[config.mk]
export PLATFORM = sky130hd
export DESIGN_NAME = multicycle_ctrl_flat
export DESIGN_NICKNAME = d
export VERILOG_FILES = /design/src/rtl/multicycle_ctrl_if.sv /design/src/rtl/multicycle_ctrl.sv /design/src/flat_wrapper.sv
export SDC_FILE = /design/constraint.sdc
export NUM_CORES = 1
export LEC_CHECK = 0
export CAP_MARGIN = 30
export CORE_ASPECT_RATIO = 0.6
export CORE_MARGIN = 1
export CORE_UTILIZATION = 46
export DETAILED_ROUTE_END_ITERATION = 6
export PLACE_DENSITY_LB_ADDON = 0.3
export SETUP_SLACK_MARGIN = 0.5
export SKIP_CTS_REPAIR_TIMING = 1
export SYNTH_ARGS = -nofsm -noshare
export SYNTH_HDL_FRONTEND = slang
export SYNTH_SLANG_ARGS = --single-unit
[constraint.sdc]
create_clock -name clk -period 2.5 [get_ports clk]
set_input_delay 0.5 -clock clk [delete_from_list [all_inputs] [get_ports clk]]
set_output_delay 0.5 -clock clk [all_outputs]
set_load 0.02 [all_outputs]
[src/rtl/multicycle_ctrl_if.sv]
// Control bundle between the multicycle controller (master) and the RV32 datapath (slave).
interface multicycle_ctrl_if #(
  parameter int CNT_W = 32
);
  logic [31:0]      ins;
  logic             zero;
  logic             mem_ready;
  logic [2:0]       state;
  logic             ir_load;
  logic             pc_write;
  logic [1:0]       pc_src;
  logic             reg_write;
  logic [1:0]       wb_sel;
  logic             alu_src;
  logic [2:0]       alu_op;
  logic             mem_read;
  logic             mem_write;
  logic             illegal;
  logic [CNT_W-1:0] retired;

  modport master (
    input  ins, zero, mem_ready,
    output state, ir_load, pc_write, pc_src, reg_write, wb_sel,
           alu_src, alu_op, mem_read, mem_write, illegal, retired
  );

  modport slave (
    output ins, zero, mem_ready,
    input  state, ir_load, pc_write, pc_src, reg_write, wb_sel,
           alu_src, alu_op, mem_read, mem_write, illegal, retired
  );
endinterface

[src/rtl/multicycle_ctrl.sv]
// Multicycle FETCH/DECODE/EXEC/MEM/WB controller for the RV32 subset datapath.
// Strobes are decoded from state plus latched fields; a sticky TRAP catches unsupported encodings.
module multicycle_ctrl #(
  parameter int CNT_W = 32
) (
  input logic              clk,
  input logic              reset,
  multicycle_ctrl_if.master bus
);

  typedef enum logic [2:0] {
    S_FETCH  = 3'd0,
    S_DECODE = 3'd1,
    S_EXEC   = 3'd2,
    S_MEM    = 3'd3,
    S_WB     = 3'd4,
    S_TRAP   = 3'd5
  } state_t;

  localparam logic [6:0] OP_R   = 7'b0110011;
  localparam logic [6:0] OP_I   = 7'b0010011;
  localparam logic [6:0] OP_LW  = 7'b0000011;
  localparam logic [6:0] OP_SW  = 7'b0100011;
  localparam logic [6:0] OP_BEQ = 7'b1100011;
  localparam logic [6:0] OP_JAL = 7'b1101111;

  state_t           st;
  logic [6:0]       opcode;
  logic [2:0]       funct3;
  logic             f7b5;
  logic             illegal_r;
  logic [CNT_W-1:0] retired_r;

  // Returns {illegal, alu_op}; f7b5 only selects subtract for R-type add.
  function automatic logic [3:0] decode_alu(input logic [6:0] op, input logic [2:0] f3,
                                            input logic b5);
    logic       bad;
    logic [2:0] aop;
    bad = 1'b0;
    aop = 3'b000;
    case (op)
      OP_R, OP_I: begin
        case (f3)
          3'b000:  aop = (op == OP_R && b5) ? 3'b110 : 3'b010;
          3'b110:  aop = 3'b001;
          3'b111:  aop = 3'b000;
          3'b010:  aop = 3'b111;
          default: bad = 1'b1;
        endcase
      end
      OP_LW, OP_SW: aop = 3'b010;
      OP_BEQ:       aop = 3'b110;
      OP_JAL:       aop = 3'b000;
      default:      bad = 1'b1;
    endcase
    return {bad, aop};
  endfunction

  logic [3:0] dec;
  logic       is_lw, is_sw, is_beq, is_jal, uses_imm;
  logic       ir_load, pc_write, reg_write, alu_src, mem_read, mem_write;
  logic [1:0] pc_src, wb_sel;
  logic [2:0] alu_op;

  assign dec      = decode_alu(opcode, funct3, f7b5);
  assign is_lw    = (opcode == OP_LW);
  assign is_sw    = (opcode == OP_SW);
  assign is_beq   = (opcode == OP_BEQ);
  assign is_jal   = (opcode == OP_JAL);
  assign uses_imm = (opcode == OP_I) || is_lw || is_sw;

  // Output decode; reset suppresses every strobe so an aborted instruction has no side effects.
  always_comb begin
    ir_load   = 1'b0;
    pc_write  = 1'b0;
    pc_src    = 2'b00;
    reg_write = 1'b0;
    wb_sel    = 2'b00;
    alu_src   = 1'b0;
    alu_op    = 3'b000;
    mem_read  = 1'b0;
    mem_write = 1'b0;
    if (!reset) begin
      case (st)
        S_FETCH: ir_load = 1'b1;
        S_EXEC: begin
          alu_op  = dec[2:0];
          alu_src = uses_imm;
          if (is_beq) begin
            pc_write = 1'b1;
            pc_src   = bus.zero ? 2'b01 : 2'b00;
          end
        end
        S_MEM: begin
          alu_op    = dec[2:0];
          alu_src   = uses_imm;
          mem_read  = is_lw;
          mem_write = is_sw;
          pc_write  = is_sw && bus.mem_ready;
        end
        S_WB: begin
          alu_op    = dec[2:0];
          alu_src   = uses_imm;
          reg_write = 1'b1;
          pc_write  = 1'b1;
          wb_sel    = is_lw ? 2'b01 : (is_jal ? 2'b10 : 2'b00);
          pc_src    = is_jal ? 2'b10 : 2'b00;
        end
        default: ;
      endcase
    end
  end

  always_ff @(posedge clk) begin
    if (reset) begin
      st        <= S_FETCH;
      opcode    <= '0;
      funct3    <= '0;
      f7b5      <= 1'b0;
      illegal_r <= 1'b0;
      retired_r <= '0;
    end else begin
      if (pc_write) retired_r <= retired_r + CNT_W'(1);
      case (st)
        S_FETCH: begin
          opcode <= bus.ins[6:0];
          funct3 <= bus.ins[14:12];
          f7b5   <= bus.ins[30];
          st     <= S_DECODE;
        end
        S_DECODE: begin
          if (dec[3]) begin
            st        <= S_TRAP;
            illegal_r <= 1'b1;
          end else begin
            st <= S_EXEC;
          end
        end
        S_EXEC: begin
          if (is_lw || is_sw) st <= S_MEM;
          else if (is_beq)    st <= S_FETCH;
          else                st <= S_WB;
        end
        S_MEM: begin
          if (bus.mem_ready) st <= is_lw ? S_WB : S_FETCH;
        end
        S_WB:    st <= S_FETCH;
        S_TRAP:  st <= S_TRAP;
        default: st <= S_FETCH;
      endcase
    end
  end

  logic unused_ins;
  assign unused_ins = ^{bus.ins[31], bus.ins[29:15], bus.ins[11:7]};

  assign bus.state     = st;
  assign bus.ir_load   = ir_load;
  assign bus.pc_write  = pc_write;
  assign bus.pc_src    = pc_src;
  assign bus.reg_write = reg_write;
  assign bus.wb_sel    = wb_sel;
  assign bus.alu_src   = alu_src;
  assign bus.alu_op    = alu_op;
  assign bus.mem_read  = mem_read;
  assign bus.mem_write = mem_write;
  assign bus.illegal   = illegal_r;
  assign bus.retired   = retired_r;

endmodule

[src/flat_wrapper.sv]
// flat-port wrapper written by rule: the top's interface ports become plain ports
module multicycle_ctrl_flat 
#(
  parameter int CNT_W = 32
)
  (clk, reset, bus_ins, bus_zero, bus_mem_ready, bus_state, bus_ir_load, bus_pc_write, bus_pc_src, bus_reg_write, bus_wb_sel, bus_alu_src, bus_alu_op, bus_mem_read, bus_mem_write, bus_illegal, bus_retired);
  multicycle_ctrl_if #(.CNT_W(CNT_W)) bus_i ();
  input logic clk;
  input logic reset;
  input wire logic [$bits(bus_i.ins)-1:0] bus_ins;
  input wire logic [$bits(bus_i.zero)-1:0] bus_zero;
  input wire logic [$bits(bus_i.mem_ready)-1:0] bus_mem_ready;
  output wire logic [$bits(bus_i.state)-1:0] bus_state;
  output wire logic [$bits(bus_i.ir_load)-1:0] bus_ir_load;
  output wire logic [$bits(bus_i.pc_write)-1:0] bus_pc_write;
  output wire logic [$bits(bus_i.pc_src)-1:0] bus_pc_src;
  output wire logic [$bits(bus_i.reg_write)-1:0] bus_reg_write;
  output wire logic [$bits(bus_i.wb_sel)-1:0] bus_wb_sel;
  output wire logic [$bits(bus_i.alu_src)-1:0] bus_alu_src;
  output wire logic [$bits(bus_i.alu_op)-1:0] bus_alu_op;
  output wire logic [$bits(bus_i.mem_read)-1:0] bus_mem_read;
  output wire logic [$bits(bus_i.mem_write)-1:0] bus_mem_write;
  output wire logic [$bits(bus_i.illegal)-1:0] bus_illegal;
  output wire logic [$bits(bus_i.retired)-1:0] bus_retired;
  assign bus_i.ins = bus_ins;
  assign bus_i.zero = bus_zero;
  assign bus_i.mem_ready = bus_mem_ready;
  assign bus_state = bus_i.state;
  assign bus_ir_load = bus_i.ir_load;
  assign bus_pc_write = bus_i.pc_write;
  assign bus_pc_src = bus_i.pc_src;
  assign bus_reg_write = bus_i.reg_write;
  assign bus_wb_sel = bus_i.wb_sel;
  assign bus_alu_src = bus_i.alu_src;
  assign bus_alu_op = bus_i.alu_op;
  assign bus_mem_read = bus_i.mem_read;
  assign bus_mem_write = bus_i.mem_write;
  assign bus_illegal = bus_i.illegal;
  assign bus_retired = bus_i.retired;
  multicycle_ctrl #(.CNT_W(CNT_W)) u_core (.clk(clk), .reset(reset), .bus(bus_i));
endmodule
==> metrics, run 1 <==
status finished with violations; failing checks DRC; max-cap violation count 0; H-tree levels 2; Final GP Congestion 0.838; core area 5180 um2; CP Launch Type register; initial antenna violation count 0; Finished Cell Area 3810 um2; worst relative slew slack 64.8%; main combinational cell family by area after synthesis simple AND/OR/NAND/NOR gates; Final Power 1.46 mW; chip width 97.7 um; share of layout cells above drive strength 1 28.6%; post-synthesis mux area share 0.396%; synthesized instance count 319; largest net degree at the start of global routing 34; R2R depth 8; Syn Area/Cell 7.92 um2; Sink Count 47; footprint of the multi-input gates 1700 um2; Critical-path top delay cell or4_4; Die ar. 5800 um2; PortBufs 63; top cells by area, synth dfxtp_1 37%, a21oi_1 7.3%, nand2_1 5.8%; Final period util 87.4%; register area 966 um2; Root Buffer clkbuf_8; Mapped Area 2530 um2; Rows 20; Detailed Route WL 7.68 mm; crit path capture type register; Leakage Power 1.33 nW; wire per inst 16.0 um; Setup TNS Final 0 ns; Post-Synth Adder-Cell Area 0.495%; Die Y 59.4 um; Synth Area in XOR/XNOR 3.12%; Hold Worst Slack 0.472 ns; vias 2869; count leader, synth dfxtp_1; gr usage total 25.7%; Post-Synth Simple-Gate Area 33.7%; Tmin final 2.18 ns; CP required 2.73 ns; Hold/Removal Path Class register to register; first-pass GRT wire length 11.7 mm; Yosys top cell by area dfxtp_1; Peak VDD IR 195 uV; CTS clock-pin slew for the worst setup and hold paths 0.09 ns; Slew Viols, Final 0; sequential area share after synthesis 37.2%; Crit Path Max Fanout 5; vias in the first global route 2431; placed wire-length estimate 5.31 mm; post-synthesis compound-gate area fraction 20.4%; DR vias/cell 5.99; RSZ-0062 raised after global routing true; CTS Buffer Depth 2; #FFs+latches synth 47; achievable frequency 0.458 GHz; Final Hold Viols 0; layout overhead on the synthesized area 50.7%; Initial DRC Count 172; Cell Pwr Density 384 nW/um2; Crit path arrival time 2.42 ns; synth unique cells 48; Initial DRT Pass Iterations 7; post-route insts no fill 479; Final setup viols 0; starting density of the core 48.8%; leading cell types by count after synthesis 47 x dfxtp_1, 39 x nand2_1, 37 x a21oi_1, 25 x nor2_1; CTS tree yes; cells along the critical path and4bb_4, buf_6, buf_4, nand4_4, buf_6, a31o_2, or4_4, a21oi_2; critical path type register to register; Primary FF master, synth dfxtp_1; antenna-violating nets left 0; slew of the pin with the lowest slew margin 0.524 ns; Fill cells 393; placed cells 457; ant diodes 0; Nets 450; io pins 85; hold path depth 2; Final Skew 0.0115 ns; EDFF count, synth 0; number of synthesis warnings 0; Yosys top cell area share 37.2%; Post-DP Area 3410 um2; GR Overflow Total 0; Inserted Clock Buffers 5; worst skew pair latency 0.30 ns; Worst path max stage delay 0.49 ns; asr flop ratio synth 0%; critical path's most frequent cell buf_6; Mapped Nets 356; DRC 8
worst paths after layout:
check                           from                      to  slack [ns]
setup / recovery    u_core.opcode[3]  u_core.bus.retired[30]        0.32
hold / removal    u_core.bus.illegal      u_core.bus.illegal        0.47
setup reg to reg    u_core.opcode[3]  u_core.bus.retired[30]        0.32
hold reg to reg   u_core.bus.illegal      u_core.bus.illegal        0.47
worst max-delay path: cells and delay by family (launching register included):
| kind | cells | cell delay, ns |
|---|---|---|
| simple gates | 3 | 0.99 |
| compound gates | 2 | 0.43 |
| buf+inv | 3 | 0.39 |
| flops | 1 | 0.32 |
metrics by stage:
step	utilization (%)	worst slack, ns
finish	73.6	0.315
global route	73.6	0.248
CTS	67.5	-0.200
detailed placement	65.8	-0.181
global placement	65.8	-0.164
floorplan	-	0.452
routing by layer:
layer	vias up	routed length (um)	GRT usage, %
li1	1381	-	-
met1	1355	3860	38.7
met2	127	3220	37.3
met3	6	539	5.42
met4	0	55	6.28
met5	-	0	0
power breakdown:
| group | total, mW | switching [mW] | internal (mW) |
|---|---|---|---|
| combinational | 0.205 | 0.109 | 0.0953 |
| sequential | 0.787 | 0.0202 | 0.766 |
| clock | 0.472 | 0.254 | 0.218 |
| total | 1.46 | 0.384 | 1.08 |
flip-flops by register name, indices dropped and copies added, names as in the netlist:
name and cells:
u_core.f7b5 1, u_core.funct3 3, u_core.bus.state 3, u_core.opcode 7, u_core.bus.illegal 1, u_core.bus.retired 32
cell usage in the layout (no fill, tap or decap), drive strengths merged, types with 3 or more instances in the layout:
cell type	count
nand2b	5
nor3	8
a21oi	37
buf	55
nor2b	4
or4	13
dfxtp	47
nand3b	5
nor2	26
o21ai	10
o41ai	3
clkdlybuf4s50	48
inv	8
a31oi	7
nor4	4
or3	8
nand3	15
xor2	3
nand4	11
o31ai	16
nand2	39
clkbuf	6
xnor2	6
final cells by class:
class | instances | area share [%]
multi-input cells | 246 | 44.6
flip-flops and latches | 47 | 25.4
repair buffers | 105 | 24.8
clock buffers | 6 | 2.17
well taps | 66 | 2.17
inverters | 8 | 0.788
clock inverters | 1 | 0.131
kinds of logic after synthesis:
family,after synthesis
flops,47
xor+xnor,9
compound gates,83
buf+inv,26
simple gates,152
fa+ha+maj,1
mux,1
Note: power is estimated with default switching activity, not from simulation.
==> run 2: changes to the inputs <==
Settings changed: GPL_TIMING_DRIVEN set to 0.
==> run 2 against run 1 <==
  * Total power grew 4.3%
  * Via count grew 5.9%
  * Critical path depth unchanged
  * Clock power up 10%
  * The run still ends with DRC left
  * Count of clock-buffer cells in the layout grew 2
  * Critical path type is now register to primary output
  * Sequential cell count is the same
  * Die area unchanged
  * Worst setup slack got worse by 0.16 ns
  * Utilization increased by 2.1 points
  * Largest power group unchanged
  * Largest cell class unchanged
==> metrics, run 2 (synthesis gave the netlist of run 1 again) <==
worst skew pair latency 0.30 ns (about the same); Final Power 1.53 mW (was 1.46 mW); worst relative slew slack 57.1% (was 64.8%); Finished Cell Area 3920 um2 (was 3810 um2); failing checks DRC (unchanged); CTS clock-pin slew for the worst setup and hold paths 0.09 ns (about the same); RSZ-0062 raised after global routing true (unchanged); Final GP Congestion 0.895 (was 0.838); Fill cells 352 (was 393); io pins 85 (unchanged); initial antenna violation count 0 (unchanged); DR vias/cell 6.22 (was 5.99); gr usage total 26.3% (was 25.7%); Nets 458 (was 450); placed wire-length estimate 5.54 mm (was 5.31 mm); Cell Pwr Density 389 nW/um2 (was 384 nW/um2); PnR worst setup slack 0.151 ns (was 0.315 ns); commonest non-fill, non-tap cell in the layout clkdlybuf4s50_1 (unchanged); first-pass GRT wire length 11.9 mm (was 11.7 mm); Final setup viols 0 (unchanged); Final Skew 0.00821 ns (was 0.0115 ns); Crit path arrival time 1.85 ns (was 2.42 ns); CTS Buffer Depth 2 (unchanged); Crit Path Max Fanout 8 (was 5); CTS tree yes (unchanged); wire per inst 18.1 um (was 16.0 um); max reg flops 32 (unchanged); most frequent cells in the layout 48 x clkdlybuf4s50_1, 38 x buf_4, 37 x nand2_1 (was 48 x clkdlybuf4s50_1, 43 x buf_4, 37 x nand2_1); worst slack at placement -0.675 ns (was -0.181 ns); crit path capture type primary output (was register); footprint of the multi-input gates 1740 um2 (was 1700 um2); Leakage Power 1.40 nW (was 1.33 nW); max-cap violation count 0 (unchanged); Slew Viols, Final 0 (unchanged); status finished with violations (unchanged); Initial DRC Count 301 (was 172); DRC 8 (unchanged); flop2flop setup slack 0.33 ns (was 0.32 ns); layout overhead on the synthesized area 55.1% (was 50.7%); Final Hold Viols 0 (unchanged); Tmin final 2.35 ns (was 2.18 ns); Setup TNS Final 0 ns (unchanged); share of layout cells above drive strength 1 31.3% (was 28.6%); register area 972 um2 (was 966 um2); vias 3037 (was 2869); chip width 97.7 um (unchanged); Inserted Clock Buffers 5 (unchanged); Hold/Removal Path Class register to register (unchanged); Sink Count 47 (unchanged); achievable frequency 0.426 GHz (was 0.458 GHz); Post-DP Area 3310 um2 (was 3410 um2); vias in the first global route 2442 (was 2431); H-tree levels 2 (unchanged); GR Overflow Total 0 (unchanged); core area 5180 um2 (unchanged); Rows 20 (unchanged); Die ar. 5800 um2 (unchanged); Final period util 94.0% (was 87.4%); starting density of the core 48.8% (unchanged); Detailed Route WL 8.82 mm (was 7.68 mm); critical path type register to primary output (was register to register); PortBufs 63 (unchanged); Initial DRT Pass Iterations 7 (unchanged); largest net degree at the start of global routing 14 (was 34); slew of the pin with the lowest slew margin 0.643 ns (was 0.524 ns); CP Launch Type register (unchanged); Root Buffer clkbuf_8 (unchanged); antenna-violating nets left 0 (unchanged); Peak VDD IR 237 uV (was 195 uV); Die Y 59.4 um (unchanged); ant diodes 0 (unchanged); CP required 2.00 ns (was 2.73 ns)
[run 2: critical path, stage by stage, from the launching register on]
cell	delay, ns
dfxtp_2	0.35
buf_6	0.12
and2b_2	0.25
and4_4	0.18
nor3_4	0.18
buf_6	0.17
buf_12	0.13
nor2_4	0.03
buf_6	0.12
[run 2: metal layers]
metal	GRT usage, %	share of wire (%)	vias to the layer above
li1	-	-	1388
met4	7.14	1.5	0
met2	39.3	45	186
met1	38.5	44	1440
met5	0	0	-
met3	5.31	9.7	23
[run 2: final timing paths]
check | startpoint | endpoint | depth (start not counted)
worst max-delay path | u_core.opcode[4] | bus_pc_write | 8
worst min-delay path | u_core.f7b5 | u_core.f7b5 | 2
worst max register to register | u_core.opcode[4] | u_core.bus.retired[21] | 8
worst min register to register | u_core.f7b5 | u_core.f7b5 | 2
[run 2: area by class of cell]
type	count	area share (%)
Tap cell	66	2.11
Multi-Input combinational cell	246	44.3
Clock buffer	8	2.55
Timing Repair Buffer	95	21.8
Inverter	8	0.766
Sequential cell	47	24.8
Buffer	18	3.70
[run 2: report_power, final]
group | internal (mW) | switching, mW
clock | 0.253 | 0.266
sequential | 0.765 | 0.0191
combinational | 0.102 | 0.121
[run 2: stage by stage]
step	utilization, %	cells	hold WS (ns)
finish	75.7	488	0.473
global route	75.7	488	0.498
CTS	65.8	456	0.467
detailed placement	63.9	448	0.448
global placement	63.9	448	0.442
floorplan	-	319	0.437
==> run 3: changes to the inputs <==
Settings changed: CORE_UTILIZATION 46 to 49.
Clock period 2.5 ns to 3 ns, I/O delays scaled along.
==> run 3 against run 2 <==
  * The flow now finishes without violations
  * Sequential power is 17% lower
  * Total power decreased by 20%
  * Die area is 6.0% lower
  * Via count shrank 6.5%
  * Worst setup slack improved by 0.023 ns
  * Worst hold slack worse by 0.0019 ns
  * Clock skew fell by 0.0045 ns
  * Cell count is 6.4% lower
  * Register-to-register slack better by 0.38 ns
  * Wire length decreased by 15%
  * Critical endpoint unchanged
  * Largest power group unchanged
==> metrics, run 3 (synthesis gave the netlist of run 1 again) <==
status finished clean (was finished with violations); CTS Buffer Depth 2 (unchanged); Worst Setup SP bus_mem_ready (was u_core.opcode[4]); CTS clock-pin slew for the worst setup and hold paths 0.08 ns (was 0.09 ns); Tmin final 2.83 ns; slew of the pin with the lowest slew margin 0.567 ns (was 0.643 ns); NetSw 0.313 mW (was 0.406 mW); layout overhead on the synthesized area 36.4% (was 55.1%); Final Power 1.23 mW (was 1.53 mW); first-pass GRT wire length 11.8 mm (was 11.9 mm); CP Launch Type primary input (was register); io pins 85 (unchanged); RSZ-0062 raised after global routing true (unchanged); Leakage Power 1.26 nW (was 1.40 nW); Final GP Congestion 0.818 (was 0.895); CTS tree yes (unchanged); commonest non-fill, non-tap cell in the layout clkdlybuf4s50_1 (unchanged); clock power share 34.4% (was 34.0%); core area 4750 um2 (was 5180 um2); achievable frequency 0.354 GHz; Pint 0.915 mW (was 1.12 mW); Fill cells 379 (was 352); Slew Viols, Final 0 (unchanged); DRC 0 (was 8); ant diodes 0 (unchanged); PortBufs 63 (unchanged); Final Hold Viols 0 (unchanged); vias in the first global route 2356 (was 2442); antenna-violating nets left 0 (unchanged); placed wire-length estimate 5.42 mm (was 5.54 mm); CP top delay family buffers and inverters (was simple AND/OR/NAND/NOR gates); Crit path arrival time 2.23 ns (was 1.85 ns); max-cap violation count 0 (unchanged); Final Skew 0.00371 ns (was 0.00821 ns); Hold Path Origin u_core.bus.illegal (was u_core.f7b5); Critical-path top delay cell clkdlybuf4s50_1 (was dfxtp_2); Detailed Route WL 7.45 mm (was 8.82 mm); Nets 430 (was 458); vias 2840 (was 3037); GR Overflow Total 0 (unchanged); switch share 25.5% (was 26.6%); Cell Pwr Density 356 nW/um2 (was 389 nW/um2); gr usage total 28.0% (was 26.3%); CP Buf/Inv Count 4 (unchanged); worst skew pair latency 0.30 ns (about the same); Die ar. 5460 um2 (was 5800 um2); Inserted Clock Buffers 5 (unchanged); DR vias/cell 6.21 (was 6.22); H-tree levels 2 (unchanged); Worst path max stage delay 0.44 ns (was 0.35 ns); critical path type primary input to primary output (was register to primary output); CP required 2.40 ns (was 2.00 ns); Peak VDD IR 242 uV (was 237 uV); largest net degree at the start of global routing 14 (unchanged); Flop pwr share 53.0% (was 51.4%); Sink Count 47 (unchanged); chip width 94.7 um (was 97.7 um); Crit Path Max Fanout 10 (was 8); reg2reg start u_core.opcode[4] (unchanged); most frequent cells in the layout 49 x clkdlybuf4s50_1, 46 x dfxtp_1, 39 x nand2_1 (was 48 x clkdlybuf4s50_1, 38 x buf_4, 37 x nand2_1); Setup TNS Final 0 ns (unchanged); share of layout cells above drive strength 1 10.7% (was 31.3%); Rows 19 (was 20); Initial DRC Count 252 (was 301); Final period util 94.2%; starting density of the core 53.2% (was 48.8%); wire per inst 16.3 um (was 18.1 um); max reg flops 32 (unchanged); crit path capture type primary output (unchanged); worst relative slew slack 62.2% (was 57.1%); Root Buffer clkbuf_8 (unchanged); Initial DRT Pass Iterations 5 (was 7); Die Y 57.6 um (was 59.4 um); Hold/Removal Path Class register to register (unchanged); cells along the critical path clkdlybuf4s50_1, and3_4, and4_4, nor3_4, buf_6, buf_12, nor2_1, clkbuf_2 (was buf_6, and2b_2, and4_4, nor3_4, buf_6, buf_12, nor2_4, buf_6); Gate power share 12.6% (was 14.6%); Final setup viols 0 (unchanged); Hold Worst Slack 0.471 ns (was 0.473 ns); initial antenna violation count 0 (unchanged)
-- run 3: cell types whose count changed in the layout (fill, tap and decap cells not counted), moves of 3 or more --
cell            delta
buf_4             -32
or4_4              -7
dlymetal6s2s_1     +5
or4_1              +7
nor2_2             -5
dfxtp_4            -3
a21oi_1            +6
nand3_1            +3
a21oi_2            -6
dfxtp_2           -15
nor2_1             +6
dfxtp_1           +18
buf_6              -5
-- run 3: power groups by stage --
stage	sequential, mW	clock, mW	combinational [mW]
2_1_floorplan	0.668	0	0.0795
3_3_place_gp	0.664	0	0.137
3_5_place_dp	0.665	0	0.140
4_1_cts	0.650	0.425	0.140
5_1_grt	0.653	0.460	0.167
6_report	0.651	0.423	0.154
-- run 3: final cells by class --
class | instances | area (um2) | share of cell area (%)
well taps | 63 | 78.8 | 2.29
multi-input cells | 246 | 1520 | 44.0
plain buffers | 18 | 124 | 3.59
repair buffers | 67 | 656 | 19.0
clock buffers | 8 | 100 | 2.90
flip-flops and latches | 47 | 942 | 27.3
inverters | 8 | 30.0 | 0.871
-- run 3: layer usage --
metal | vias up | wire length, um | global-route usage [%]
li1 | 1337 | - | -
met1 | 1342 | 3490 | 43.4
met2 | 146 | 3160 | 38.5
met3 | 15 | 708 | 6.30
met4 | 0 | 91 | 7.58
met5 | - | 0 | 0
-- run 3: per-stage QoR --
| step | setup WS [ns] | util (%) | instance area (um2) | instances |
|---|---|---|---|---|
| 6_report | 0.174 | 72.5 | 3450 | 457 |
| 5_1_grt | 0.122 | 72.5 | 3450 | 457 |
| 4_1_cts | -0.673 | 70.2 | 3340 | 453 |
| 3_5_place_dp | -0.673 | 68.1 | 3240 | 445 |
| 3_3_place_gp | -0.641 | 68.1 | 3240 | 445 |
| 2_1_floorplan | 0.601 | - | 2530 | 319 |
-- run 3: path summary, 6_finish.rpt --
check | endpoint | slack (ns) | cells past startpoint
hold / removal | u_core.bus.illegal | 0.47 | 2
setup / recovery | bus_pc_write | 0.17 | 8
setup reg to reg | u_core.bus.retired[25] | 0.71 | 8
hold reg to reg | u_core.bus.illegal | 0.47 | 2
-- run 3: worst reg2reg max path: stages, from the launching register on --
cell	delay (ns)
dfxtp_1	0.30
buf_2	0.17
and2b_1	0.32
and4_1	0.41
nor3_4	0.09
buf_4	0.14
buf_2	0.15
or4_1	0.47
a21oi_1	0.16
